===== src/rtl/ctrl_iter_pkg.sv =====
// Shared types for the iterative controller: state encoding and default counter width.
// Optional CORR state is enabled by defining CTRL_ITER_CORR_EN.
package ctrl_pkg;

  localparam int CW_DEF = 4;

  typedef enum logic [2:0] {
    IDLE  = 3'd0,
    LOAD  = 3'd1,
    SHIFT = 3'd2,
    CORR  = 3'd3,
    DONE  = 3'd4
  } state_t;

endpackage


===== src/rtl/ctrl_iter_if.sv =====
// Control/strobe bundle between the requester (master) and ctrl_iter (slave).
// Handshake: bgn is a level request accepted only in IDLE with abort low; no ready back, busy shows occupancy.
interface ctrl_iter_if import ctrl_pkg::*; #(parameter int CW = CW_DEF);

  logic          bgn;
  logic          abort;
  logic [CW-1:0] n_iter;
  logic          init;
  logic          ld;
  logic          sh;
  logic          fin;
  logic          busy;
  logic [CW-1:0] cnt;
  state_t        state;

  modport master (
    output bgn, abort, n_iter,
    input  init, ld, sh, fin, busy, cnt, state
  );

  modport slave (
    input  bgn, abort, n_iter,
    output init, ld, sh, fin, busy, cnt, state
  );

endinterface


===== src/rtl/ctrl_iter_cnt.sv =====
// Iteration counter with terminal-count compare; a latched count of 0 runs one iteration.
module iter_cnt #(
  parameter int CW = 4
) (
  input  logic          clk,
  input  logic          rst_b,
  input  logic          i_clear,
  input  logic          i_inc,
  input  logic [CW-1:0] i_n_lat,
  output logic [CW-1:0] o_cnt,
  output logic          o_last
);

  logic [CW-1:0] r_cnt;
  logic [CW-1:0] w_n_eff;

  always_ff @(posedge clk or negedge rst_b) begin
    if (!rst_b) begin
      r_cnt <= '0;
    end else if (i_clear) begin
      r_cnt <= '0;
    end else if (i_inc) begin
      r_cnt <= r_cnt + CW'(1);
    end
  end

  assign w_n_eff = (i_n_lat == '0) ? CW'(1) : i_n_lat;
  assign o_last  = (r_cnt == (w_n_eff - CW'(1)));
  assign o_cnt   = r_cnt;

endmodule


===== src/rtl/ctrl_iter.sv =====
// Iterative datapath sequencer: IDLE -> (LOAD -> SHIFT) x N [-> CORR] -> DONE.
// Define CTRL_ITER_CORR_EN to insert the one-cycle CORR step before DONE.
module ctrl_iter import ctrl_pkg::*; #(
  parameter int CW = CW_DEF
) (
  input  logic            clk,
  input  logic            rst_b,
  ctrl_iter_if.slave      bus
);

  state_t        r_state;
  state_t        w_next;
  logic [CW-1:0] r_n_lat;
  logic          w_accept;
  logic          w_inc;
  logic          w_last;

  assign w_accept = (r_state == IDLE) && bus.bgn && !bus.abort;
  assign w_inc    = (r_state == SHIFT);

  always_ff @(posedge clk or negedge rst_b) begin
    if (!rst_b) begin
      r_state <= IDLE;
    end else begin
      r_state <= w_next;
    end
  end

  always_ff @(posedge clk or negedge rst_b) begin
    if (!rst_b) begin
      r_n_lat <= '0;
    end else if (w_accept) begin
      r_n_lat <= bus.n_iter;
    end
  end

  iter_cnt #(.CW(CW)) u_iter_cnt (
    .clk     (clk),
    .rst_b   (rst_b),
    .i_clear (w_accept),
    .i_inc   (w_inc),
    .i_n_lat (r_n_lat),
    .o_cnt   (bus.cnt),
    .o_last  (w_last)
  );

  always_comb begin
    w_next = r_state;
    case (r_state)
      IDLE:  if (w_accept) w_next = LOAD;
      LOAD:  w_next = SHIFT;
`ifdef CTRL_ITER_CORR_EN
      SHIFT: w_next = w_last ? CORR : LOAD;
      CORR:  w_next = DONE;
`else
      SHIFT: w_next = w_last ? DONE : LOAD;
`endif
      DONE:  w_next = IDLE;
      default: w_next = IDLE;
    endcase
    // Abort wins over every transition once an operation is in flight.
    if (bus.abort && (r_state != IDLE)) w_next = IDLE;
  end

  always_comb begin
    // init is Mealy on bgn; gating with rst_b keeps it low while reset is held.
    bus.init = rst_b && w_accept;
`ifdef CTRL_ITER_CORR_EN
    bus.ld   = (r_state == LOAD) || (r_state == CORR);
`else
    bus.ld   = (r_state == LOAD);
`endif
    bus.sh   = (r_state == SHIFT);
    bus.fin  = (r_state == DONE) && !bus.abort;
    bus.busy = (r_state != IDLE);
  end

  assign bus.state = r_state;

endmodule


===== src/flat_wrapper.sv =====
// flat-port wrapper written by rule: the top's interface ports become plain ports
module ctrl_iter_flat import ctrl_pkg::*;
#(
  parameter int CW = CW_DEF
)
  (clk, rst_b, bus_bgn, bus_abort, bus_n_iter, bus_init, bus_ld, bus_sh, bus_fin, bus_busy, bus_cnt, bus_state);
  ctrl_iter_if #(.CW(CW)) bus_i ();
  input  logic clk;
  input  logic rst_b;
  input wire logic [$bits(bus_i.bgn)-1:0] bus_bgn;
  input wire logic [$bits(bus_i.abort)-1:0] bus_abort;
  input wire logic [$bits(bus_i.n_iter)-1:0] bus_n_iter;
  output wire logic [$bits(bus_i.init)-1:0] bus_init;
  output wire logic [$bits(bus_i.ld)-1:0] bus_ld;
  output wire logic [$bits(bus_i.sh)-1:0] bus_sh;
  output wire logic [$bits(bus_i.fin)-1:0] bus_fin;
  output wire logic [$bits(bus_i.busy)-1:0] bus_busy;
  output wire logic [$bits(bus_i.cnt)-1:0] bus_cnt;
  output wire logic [$bits(bus_i.state)-1:0] bus_state;
  assign bus_i.bgn = bus_bgn;
  assign bus_i.abort = bus_abort;
  assign bus_i.n_iter = bus_n_iter;
  assign bus_init = bus_i.init;
  assign bus_ld = bus_i.ld;
  assign bus_sh = bus_i.sh;
  assign bus_fin = bus_i.fin;
  assign bus_busy = bus_i.busy;
  assign bus_cnt = bus_i.cnt;
  assign bus_state = bus_i.state;
  ctrl_iter #(.CW(CW)) u_core (.clk(clk), .rst_b(rst_b), .bus(bus_i));
endmodule

===== config.mk =====
export PLATFORM = sky130hd
export DESIGN_NAME = ctrl_iter_flat
export DESIGN_NICKNAME = d
export VERILOG_FILES = /design/src/rtl/ctrl_iter_pkg.sv /design/src/rtl/ctrl_iter_if.sv /design/src/rtl/ctrl_iter_cnt.sv /design/src/rtl/ctrl_iter.sv /design/src/flat_wrapper.sv
export SDC_FILE = /design/constraint.sdc
export NUM_CORES = 1
export LEC_CHECK = 0
export BUFFER_PORTS_ARGS = -buffer_cell sky130_fd_sc_hd__buf_2
export CAP_MARGIN = 25
export CORE_ASPECT_RATIO = 1.1
export CORE_MARGIN = 2
export CORE_UTILIZATION = 25
export DETAILED_ROUTE_END_ITERATION = 10
export HOLD_SLACK_MARGIN = 0.12
export PLACE_DENSITY_LB_ADDON = 0.05
export SYNTH_ARGS = -nofsm -noshare
export SYNTH_HDL_FRONTEND = slang
export SYNTH_HIERARCHICAL = 1
export SYNTH_SLANG_ARGS = --single-unit

===== constraint.sdc =====
create_clock -name clk -period 2.7 [get_ports clk]
set_clock_uncertainty 0.15 [all_clocks]
set_input_delay 0.81 -clock clk [delete_from_list [all_inputs] [get_ports clk]]
set_output_delay 0.81 -clock clk [all_outputs]
set_load 0.1 [all_outputs]

==> impl_metrics.toml <==
[worst_setup_path]
critPathSlowestCell = "dfrtp_4"
worst-path-buf-inv = 1
cp.arrival_ps = 1830
critPathMaxStageDelay_ps = 480
cp_max_fo = 2
start_kind = "flop"
critPathKind = "reg2out"
required_ps = 1740
cp_cell_sequence = "or3_4 > or3b_4 > nor2_4 > buf_12"
end_kind = "output pin"
path_delay_family = "simple AND/OR/NAND/NOR gates"

[synthesis]
ys_seq_elements = 11
synth_area_um2 = 622
synth_seq_area_share_pct = 44.3
synth_area_leaders = "dfrtp_1, mux2_4, xnor2_1, ha_1, nor2_1"
synth_top_area_cell = "dfrtp_1"
post-synth-top-count-cell = "dfrtp_1"
synth_edf_count = 0
postSynthAreaPerCell_um2 = 11.5
syn-instance-count = 54
yosys_warnings = 6
yosysUniqueCellTypes = 23
yosysTopAreaCellShare_pct = 44.3
synthFlopType = "dfrtp_1"
synth_nets = 64
async_flop_share_pct = 100
yosys-top-cells-count = "dfrtp_1, nor2_1, xnor2_1, inv_1, mux2_4"

[clock_tree]
hold_buffers = 0
clock_path_buffers = 2
cts_tree = "yes"
clkTransAtPathRegs_ps = 80
cts-root-buf = "clkbuf_4"
clk-insertion-delay-late_ps = 270
post_cts_buffers = 0
clock-sinks = 11
cts_buffers = 3
h-tree-depth = 1

[placement]
placed_area_um2 = 883
io_buffers = 19
dpl.hpwl_mm = 1.04
place_congestion = 0.718
place_inst = 108

[sta]
fin_crit_ps = 2790
hold_viol_final = 0
drv_slew = 0
min_period_over_period_pct = 103
tns_ps = -87.1
slew_headroom_pct = 67.8
setup_violations = 1
fin_ws_ps = -87.1
rsz0062_at_grt = "yes"
fmax_mhz = 359
tightestPinTransition_ps = 486

[run_status]
failed_checks = "setup timing"
status = "finished, violations left"

[power_and_ir_drop]
powerDensity_nw_per_um2 = 726
vdd_ir_drop_max_mv = 0.324
p_leak_nw = 0.431

[global_route]
grt_max_degree = 12
grtUsageTotal_pct = 10.2
grt_antenna_before_repair = 0
grt_overflow = 0
first_global_vias = 475
grt_first_pass_wirelength_mm = 2.21

[layout]
drive_above_1_share_pct = 53.7
nets = 93
finalNonFillerCells = 112
finalInstanceArea_um2 = 912
antennaDiodeCount = 0
synthToLayoutAreaGrowth_pct = 46.7

[die]
die_y_um = 56.3
core-area_um2 = 2300
rows = 18
fp.dieW_um = 51.6
die-area_um2 = 2900
num_io_pins = 20
initial_utilization_pct = 27.1

[route]
postRouteAntennaNets = 0
vias = 476
postRouteWirelength_mm = 1.31
first_pass_iters = 4
drt_iter0_markers = 7
vias_per_cell = 4.25
post-route-drc-count = 0
routedWlPerCell_um = 11.7

[hold_path]
hp-class = "in2async"

[job]
max_cap_violations = 0
-- layer usage --
layer / GRT usage, % / part of all wire, % / vias up
met4: 1.13 / 0 / 0
met5: 0 / 0 / -
li1: - / - / 242
met3: 6.38 / 9.6 / 0
met1: 14.4 / 47 / 215
met2: 13.6 / 43 / 19
-- registers in the layout, indices dropped and copies added (netlist names) --
register                 flops
u_core/r_n_lat               4
u_core/u_iter_cnt/o_cnt      4
u_core/bus.state             3
-- worst paths after layout --
| check | slack, ps | startpoint | to | cells after the start |
|---|---|---|---|---|
| setup / recovery | -90 | u_core/bus.state[2] | bus_init | 4 |
| hold / removal | 320 | rst_b | u_core/u_iter_cnt/o_cnt[2] | 2 |
| setup reg to reg | 380 | u_core/r_n_lat[1] | u_core/bus.state[0] | 9 |
| hold reg to reg | 440 | u_core/r_n_lat[3] | u_core/r_n_lat[3] | 1 |
| max in group asynchronous | 1910 | rst_b | u_core/bus.state[0] | 2 |
| min in group clk | 440 | u_core/r_n_lat[3] | u_core/r_n_lat[3] | 1 |
-- area by class of cell --
cell class	count	area [µm²]
clock buffer	4	26.3
fill	245	1390
inverter	4	15.0
multi-input combinational	38	362
sequential	11	287
tap	30	37.5
timing repair buffer	25	185
-- worst reg2reg max path: stages (launching register included) --
cell     delay [ps]
dfrtp_1         420
nor3_2          270
nor2_1           70
ha_1            310
xnor2_1         130
a211o_1         270
nor4_2          320
inv_1            70
mux2i_1         140
nor4_1           70
-- per-stage QoR --
stage / worst slack, ps / hold WS [ps] / power (mW) / util, %
floorplan: -521 / 364 / 0.490 / -
global route: -138 / 323 / 0.705 / 39.7
CTS: -104 / 320 / 0.673 / 39.7
global placement: 55.0 / 422 / 0.551 / 38.5
finish: -87.1 / 322 / 0.662 / 39.7
detailed placement: 57.9 / 428 / 0.552 / 38.5
-- cells in the final DEF, fill, tap and decap left out, drive strengths merged --
cell / n
nor4b: 1
clkbuf: 4
nor3: 2
nand2: 2
nor2b: 1
xor2: 2
mux2i: 2
nor4: 3
inv: 4
or3: 1
ha: 2
nand4: 1
nor2: 6
xnor2: 5
dfrtp: 11
nor3b: 2
a211o: 1
or3b: 1
buf: 25
o31ai: 1
and2: 1
mux2: 4
-- cell families after synthesis --
kind of cell               share of synthesized area, %
xor gates and xnor gates                           9.86
AOI/OAI and AO/OA                                  3.42
muxes                                              12.9
adders and majority gates                          4.02
and+or+nand+nor                                    21.3
DFF                                                44.3
buffers and inverters                              4.22
-- timing repair --
action	4_1_cts	5_1_grt
gates resized for setup	1	0
pin swaps	1	0
endpoints found under the setup margin	1	1
gates cloned	0	0
-- power breakdown --
part	total, mW	internal, mW	switching [mW]
logic	0.319	0.113	0.206
registers	0.230	0.192	0.0374
clock network	0.114	0.0572	0.0568
total	0.662	0.362	0.300
Power figures use the tool's default switching activity.
